`src/rtl/slot_alloc_pkg.sv`:
```
// slot_alloc_pkg: shared helpers for the free-slot allocator.
// Holds the index/count width functions, default-width typedefs and the
// default slot counts used by the ROB, LSQ and MSHR instantiations.
package slot_alloc_pkg;

    localparam int ROB_WIDTH     = 32;
    localparam int LSQ_WIDTH     = 16;
    localparam int MSHR_WIDTH    = 8;
    localparam int DEFAULT_WIDTH = 8;

    // Bits needed to name one of 'width' slots (at least one bit).
    function automatic int slotIdxWidth(input int width);
        return (width < 2) ? 1 : $clog2(width);
    endfunction

    // Bits needed to hold a count from 0 up to and including 'width'.
    function automatic int slotCntWidth(input int width);
        return $clog2(width + 1);
    endfunction

    typedef logic [slotIdxWidth(DEFAULT_WIDTH)-1:0] slot_idx_t;
    typedef logic [slotCntWidth(DEFAULT_WIDTH)-1:0] slot_cnt_t;

endpackage

```
`src/rtl/slot_alloc_oneHot2Int.sv`:
```
// oneHot2Int: priority encoder from a bitmap to a binary index.
// MODE 0 returns the lowest set bit (trailing-zero count), any other
// MODE returns the highest set bit. empty_o flags an all-zero input,
// in which case cnt_o is 0 and must be ignored by the consumer.
module oneHot2Int
    import slot_alloc_pkg::*;
#(
    parameter  int WIDTH = 8,
    parameter  int MODE  = 0,
    localparam int IW    = slotIdxWidth(WIDTH)
) (
    input  logic [WIDTH-1:0] in_i,
    output logic [IW-1:0]    cnt_o,
    output logic             empty_o
);

    // Scan so the preferred end of the bitmap is visited last and wins.
    always_comb begin
        cnt_o   = '0;
        empty_o = ~|in_i;
        if (MODE == 0) begin
            for (int i = WIDTH - 1; i >= 0; i--) begin
                if (in_i[i]) cnt_o = IW'(i);
            end
        end else begin
            for (int i = 0; i < WIDTH; i++) begin
                if (in_i[i]) cnt_o = IW'(i);
            end
        end
    end

endmodule

```
`src/rtl/slot_alloc.sv`:
```
// slot_alloc: free-slot allocator with valid/ready offer of the lowest
// free slot, a single-slot release port and a flush that frees all slots.
// Optional protocol checking is built when SLOT_ALLOC_ERR_EN is defined;
// illegal frees are then flagged on err_o (sticky until reset) and dropped.
module slot_alloc
    import slot_alloc_pkg::*;
#(
    parameter  int WIDTH   = 8,
    parameter  int RESERVE = 0,
    localparam int IW      = slotIdxWidth(WIDTH),
    localparam int CW      = slotCntWidth(WIDTH)
) (
    input  logic             clk_i,
    input  logic             rst_i,
    output logic             alloc_valid_o,
    input  logic             alloc_ready_i,
    output logic [IW-1:0]    alloc_idx_o,
    input  logic             free_valid_i,
    input  logic [IW-1:0]    free_idx_i,
    input  logic             flush_i,
    output logic [WIDTH-1:0] busy_o,
    output logic [CW-1:0]    free_cnt_o,
    output logic             err_o
);

    logic [WIDTH-1:0] r_free;
    logic [CW-1:0]    r_cnt;
    logic [WIDTH-1:0] w_freeNext;
    logic [CW-1:0]    w_cntNext;
    logic [IW-1:0]    w_allocIdx;
    logic             w_empty;
    logic             w_fire;
    logic             w_freeApply;

    oneHot2Int #(
        .WIDTH (WIDTH),
        .MODE  (0)
    ) u_enc (
        .in_i    (r_free),
        .cnt_o   (w_allocIdx),
        .empty_o (w_empty)
    );

    // The offer depends only on registered state, so consumers may wait on it.
    assign alloc_idx_o   = w_allocIdx;
    assign alloc_valid_o = ~w_empty & (r_cnt > CW'(RESERVE));
    assign w_fire        = alloc_valid_o & alloc_ready_i;
    assign busy_o        = ~r_free;
    assign free_cnt_o    = r_cnt;

`ifdef SLOT_ALLOC_ERR_EN
    logic w_inRange;
    logic w_alreadyFree;
    logic w_collide;
    logic w_illegal;
    logic r_err;

    assign w_inRange     = int'(free_idx_i) < WIDTH;
    assign w_alreadyFree = w_inRange & r_free[free_idx_i];
    assign w_collide     = w_fire & (free_idx_i == w_allocIdx);
    assign w_illegal     = free_valid_i & (~w_inRange | w_alreadyFree | w_collide);
    assign w_freeApply   = free_valid_i & ~w_illegal;
    assign err_o         = r_err;

    // Sticky error flag: only reset clears it, a flush leaves it set.
    always_ff @(posedge clk_i) begin
        if (rst_i) begin
            r_err <= 1'b0;
        end else if (w_illegal) begin
            r_err <= 1'b1;
        end
    end
`else
    assign w_freeApply = free_valid_i;
    assign err_o       = 1'b0;
`endif

    // Apply the granted allocation and the release; both may land together.
    always_comb begin
        w_freeNext = r_free;
        if (w_fire) w_freeNext[w_allocIdx] = 1'b0;
        if (w_freeApply) w_freeNext[free_idx_i] = 1'b1;
        w_cntNext = r_cnt - CW'(w_fire) + CW'(w_freeApply);
    end

    // Bitmap and count registers; reset and flush both return every slot.
    always_ff @(posedge clk_i) begin
        if (rst_i) begin
            r_free <= '1;
            r_cnt  <= CW'(WIDTH);
        end else if (flush_i) begin
            r_free <= '1;
            r_cnt  <= CW'(WIDTH);
        end else begin
            r_free <= w_freeNext;
            r_cnt  <= w_cntNext;
        end
    end

endmodule
```
`config.mk`:
```
export PLATFORM = sky130hd
export DESIGN_NAME = slot_alloc
export DESIGN_NICKNAME = d
export VERILOG_FILES = /design/src/rtl/slot_alloc_pkg.sv /design/src/rtl/slot_alloc_oneHot2Int.sv /design/src/rtl/slot_alloc.sv
export SDC_FILE = /design/constraint.sdc
export NUM_CORES = 1
export LEC_CHECK = 0
export BUFFER_PORTS_ARGS = -buffer_cell sky130_fd_sc_hd__buf_2
export CAP_MARGIN = 5
export CORE_UTILIZATION = 51
export CTS_CLUSTER_DIAMETER = 100
export DETAILED_ROUTE_END_ITERATION = 7
export PLACE_DENSITY = 0.84
export SLEW_MARGIN = 20
export SYNTH_ARGS = -nofsm -noshare
export SYNTH_HDL_FRONTEND = slang
export SYNTH_SLANG_ARGS = --single-unit
```
`constraint.sdc`:
```
create_clock -name clk_i -period 4.4 [get_ports clk_i]
set_input_delay 0.88 -clock clk_i [delete_from_list [all_inputs] [get_ports clk_i]]
set_output_delay 0.88 -clock clk_i [all_outputs]
set_load 0.02 [all_outputs]
```
; After elaboration in Yosys (flattened, before gate mapping)
; Cells that the tools add are included.
[word_totals]
out_inout_bits = 17
mem_bits_rw = 0
register_bits = 12
latchBits = 0
rom_bits = 0
wordCells = 33
input_bits = 8
mem_count = 0
[classes]
multipliers = 0
eq_ne = 0
n_lt_le_gt_ge = 5
addsub = 2
div_mod_pow = 0
n_reduce_logical = 4
muxes = 14
n_shift = 0
bitwise_logic = 6
[op_table]
columns = operator, count
row1 = $mux W3, 8
row2 = $mux W8, 2
row3 = $not A8 Y8, 2
row4 = $and A8 B8 Y8, 1
row5 = $lt A3 B4 Y1 const B, 2
row6 = $or A8 B8 Y8, 1
row7 = $reduce_or A8 Y1, 1
row8 = $demux W1 S3, 2
row9 = $ge A3 B1 Y1 const B, 2
row10 = $add A4 B1 Y4, 1
row11 = $gt A4 B1 Y1 const B, 1
row12 = $sub A4 B1 Y4, 1
row13 = $and A1 B1 Y1, 2
row14 = $logic_and A1 B1 Y1, 2
row15 = $mux W1, 2
row16 = $reduce_or A2 Y1, 1

; Logic depth before layout (Yosys ltp)
[logic_depth]
ltp_word = 17
ltp_mapped = 12
depth_no_buf = 12

; Cells and area by module
; Synthesis repeated with hierarchy kept, for this count alone.
[unflattened]
hier_cells = 91
hier_area_um2 = 767.0
[by_module_without_submodules]
columns = module, seq_area_each_um2, n_inst, area_each_um2, cells_each
row1 = slot_alloc, 240.2, 1, 681.9, 76
row2 = oneHot2Int, 0.0, 1, 85.1, 15

; Worst setup path before layout
; OpenSTA, ideal clock, no wires.
[synth_timing]
kind = register to register
from = register r_free[0]
to = register r_cnt[2], in the netlist free_cnt_o[2]
setup_ns = 0.126
arrival_ns = 2.239
t_required_ns = 4.274
path_buffers = 1
slack_ns = 2.035
period_less_slack_ns = 2.365
stages_incl_launch_ff = 12
path_cell_list = dfxtp_1 > or4_1 > buf_2 > and2b_2 > nor2_1 > ha_1 > inv_1 > ha_1 > inv_1 > fa_1 > xor2_1 > nor2_1
[synth_via]
elab_chain_cells = 5
[synth_lines]
columns = element, line
row1 = start: declaration, slot_alloc.sv:26  ; logic [WIDTH-1:0] r_free;
row2 = start signal: assignment, slot_alloc.sv:95  ; r_free <= w_freeNext;
row3 = $reduce_or A8 Y1, slot_alloc_oneHot2Int.sv:20  ; empty_o = ~|in_i;
row4 = $and A1 B1 Y1, slot_alloc.sv:46  ; assign alloc_valid_o = ~w_empty & (r_cnt > CW'(RESERVE));
row5 = $and A1 B1 Y1, slot_alloc.sv:47  ; assign w_fire = alloc_valid_o & alloc_ready_i;
row6 = $sub A4 B1 Y4, slot_alloc.sv:83  ; w_cntNext = r_cnt - CW'(w_fire) + CW'(w_freeApply);
row7 = $add A4 B1 Y4, slot_alloc.sv:83
row8 = end signal: assignment, slot_alloc.sv:90  ; r_cnt <= CW'(WIDTH);
row9 = end signal: assignment, slot_alloc.sv:93  ; r_cnt <= CW'(WIDTH);
row10 = end signal: assignment, slot_alloc.sv:96  ; r_cnt <= w_cntNext;
row11 = end: declaration, slot_alloc.sv:27  ; logic [CW-1:0] r_cnt;
; Every way passes these cells.
; A chain may end at the register's enable or synchronous reset.

; Worst setup path in the final report
[layout_timing]
from = register r_free[0]
to = output port alloc_valid_o
[layout_via]
elab_chain_cells = 2
[layout_lines]
columns = element, line
row1 = $reduce_or A8 Y1, slot_alloc_oneHot2Int.sv:20
row2 = $and A1 B1 Y1, slot_alloc.sv:46
row3 = end: declaration, slot_alloc.sv:15  ; output logic alloc_valid_o,
; Every way passes these cells.

==> results.cfg <==
[outcome]
outcome = complete, no violations

[pwr]
ir_worst_vdd_mv = 0.261
share_clk_of_total_power = 0.250
comb_power_share = 0.300
power.total_mw = 0.268
switching_portion_of_total_power = 0.328
p_leak_nw = 0.481
switchingPower_mw = 0.0878
power.density_cell_area_nw_per_um2 = 298
power_frac_seq = 0.450
pint_mw = 0.180

[clock_tree]
clkSinkCount = 12
clkTransAtPathRegs_ns = 0.08
cts_buffers = 3
h-tree-depth = 1
number_of_buffers_inserted_by_hold_repair_at_cts = 0
cts.path.max_buffers = 2
clock-root-buffer = sky130_fd_sc_hd__clkbuf_4
cts_tree = done
worstSkewPairLatency_ns = 0.27
cts_post_setup_buffers_inserted = 0
cts.repair.resized = 0

[synthesis]
yosys-top-cells-area = sky130_fd_sc_hd__dfxtp_1, sky130_fd_sc_hd__inv_1, sky130_fd_sc_hd__ha_1
synth_seq_area_share = 0.317
synth.lib_cells_used.distinct = 38
syn-mean-instance-area_um2 = 8.15
ys_seq_elements = 12
asyncSetResetFlopFracSynth = 0
count_of_flip_flops_with_a_built_in_enable_after_synthesis = 0
post-synth-top-area-cell = sky130_fd_sc_hd__dfxtp_1
synth_ff_type = sky130_fd_sc_hd__dfxtp_1
synth_largest_type_area_fraction = 0.317
postSynthNetCount = 107
synthCells = 93
synth.yosys.warnings = 0
synth_area_um2 = 758

[route]
vias_per_cell = 5.59
firstDrtPassIters = 4
drcViolationCount = 0
avgRoutedWirePerCell_um = 12.7
via_count = 732
drt_iter0_markers = 22
antenna_left = 0
totalWireLength_um = 1660

[worst_setup_path]
reg2reg_slack_ns = 1.91
worstSetupPathType = reg2out
rr_startpoint = r_free[0]
cp_data_arrival_time_ns = 1.75
cp-start-kind = flip-flop
worstReg2RegEnd = free_cnt_o[2]
critical_path.max_fanout = 6
worst_r2r_path_depth = 10
end_kind = output port
worstPathRequired_ns = 3.52

[final_layout]
total_number_of_nets_in_the_final_design = 132
antenna_cells_inserted = 0
ratio_of_cells_with_drive_above_1_in_the_final_layout = 0.267
final_cell_mix = sky130_fd_sc_hd__buf_2, sky130_fd_sc_hd__inv_1, sky130_fd_sc_hd__dfxtp_1
finish.utilization = 0.665
layout_commonest_cell = sky130_fd_sc_hd__buf_2
final_area_um2 = 898
flow.area_growth_from_synthesis_pct = 18.5
fillers = 123

[placement]
numPortBuffers = 23
detailed_place.area_um2 = 876
globalplace.congestion = 0.900
post-place-ws_ns = 1.94
post-dp-hpwl_um = 1350

[floorplan]
floorplan.initialDensity = 0.562
floorplan.io_pins = 25
die_width_um = 40.6
fp.dieH_um = 40.6
floorplan.die_area_um2 = 1650
design.core.area_um2 = 1350
std_cell_rows = 13

[sta]
tightestPinTransition_ns = 0.556
finalSetupViolCount = 0
clock-skew-final_ns = 0.00960
hold_viol_final = 0
final_critical_path_setup_slack_ns = 1.77
clock.fmax_mhz = 380
grt_setup_unrepaired = no
max_slew_margin = 0.628
min_period_ns = 2.63
report.final.slew_viol_count = 0
final.period_utilization = 0.598
final_layout_setup_total_negative_slack_ns = 0

[global_route]
maximum_number_of_pins_on_one_net_before_global_route_repair = 10
grt_antenna_before_repair = 0
first_global_vias = 640
grt_pass1_wl_um = 2480
groute.usage.overall = 0.233
remaining_overflow_grt = 0

[min_path]
hold_depth = 2
endpoint_with_the_worst_hold_slack = r_free[4]
holdCritStartpoint = r_free[4]
hold_class = reg2reg

[run]
maxCapViolations = 0
==> power by group through the flow <==
| stage | combinational, mW | sequential (mW) | clock [mW] |
|---|---|---|---|
| floorplan | 0.0519 | 0.129 | 0 |
| global placement | 0.0792 | 0.123 | 0 |
| detailed placement | 0.0805 | 0.123 | 0 |
| CTS | 0.0811 | 0.121 | 0.0689 |
| global route | 0.0925 | 0.122 | 0.0755 |
| finish | 0.0803 | 0.120 | 0.0669 |
==> logic make-up after synthesis <==
group                      Yosys count  synth area share
AOI/OAI and AO/OA                   20             0.210
xor gates and xnor gates             1            0.0116
adders and majority gates            6             0.109
buffers and inverters               20             0.106
DFF                                 12             0.317
muxes                                1            0.0132
other                                1           0.00495
and+or+nand+nor                     32             0.229
==> critical path, stage by stage (launching register included) <==
cell and delay, ns:
sky130_fd_sc_hd__dfxtp_1 0.34, sky130_fd_sc_hd__or4_1 0.64, sky130_fd_sc_hd__and2b_2 0.27, sky130_fd_sc_hd__nor2_1 0.04
sky130_fd_sc_hd__buf_2 0.18
==> synth_stat cells (3+ instances only) <==
cell / n
sky130_fd_sc_hd__dfxtp_1: 12
sky130_fd_sc_hd__nor2b_1: 3
sky130_fd_sc_hd__inv_1: 17
sky130_fd_sc_hd__and2_1: 3
sky130_fd_sc_hd__nand2_1: 3
sky130_fd_sc_hd__ha_1: 5
sky130_fd_sc_hd__nor2_1: 10
sky130_fd_sc_hd__nand3_1: 3
==> flip-flops by register name, indices dropped and copies added (netlist names) <==
register	cells
free_cnt_o	4
r_free	8
==> area by class of cell <==
type	count	area, µm²	area share
clock buffer	3	22.5	0.0251
inverter	17	63.8	0.0710
multi-input combinational	61	438	0.487
sequential	12	240	0.267
tap	15	18.8	0.0209
timing repair buffer	23	115	0.128
==> through the flow <==
step | std cells | hold WS [ns]
6_report | 131 | 0.509
5_1_grt | 131 | 0.531
4_1_cts | 131 | 0.510
3_5_place_dp | 128 | 0.499
3_3_place_gp | 128 | 0.514
2_1_floorplan | 93 | 0.466
==> worst max path at each step <==
stage | start | to | depth (start not counted)
floorplan | r_free[0] | free_cnt_o[2] | 11
global placement | r_free[0] | free_cnt_o[2] | 10
detailed placement | r_free[0] | free_cnt_o[2] | 10
CTS | r_free[0] | alloc_valid_o | 4
global route | r_free[0] | alloc_valid_o | 4
finish | r_free[0] | alloc_valid_o | 4
==> routing by layer <==
layer / wire length [µm] / vias to the layer above / GRT usage
li1: - / 369 / -
met1: 741 / 341 / 0.260
met2: 829 / 20 / 0.417
met3: 74 / 2 / 0.0833
met4: 14 / 0 / 0.0500
met5: 0 / - / 0
No activity file was read; power rests on OpenSTA's default activity.
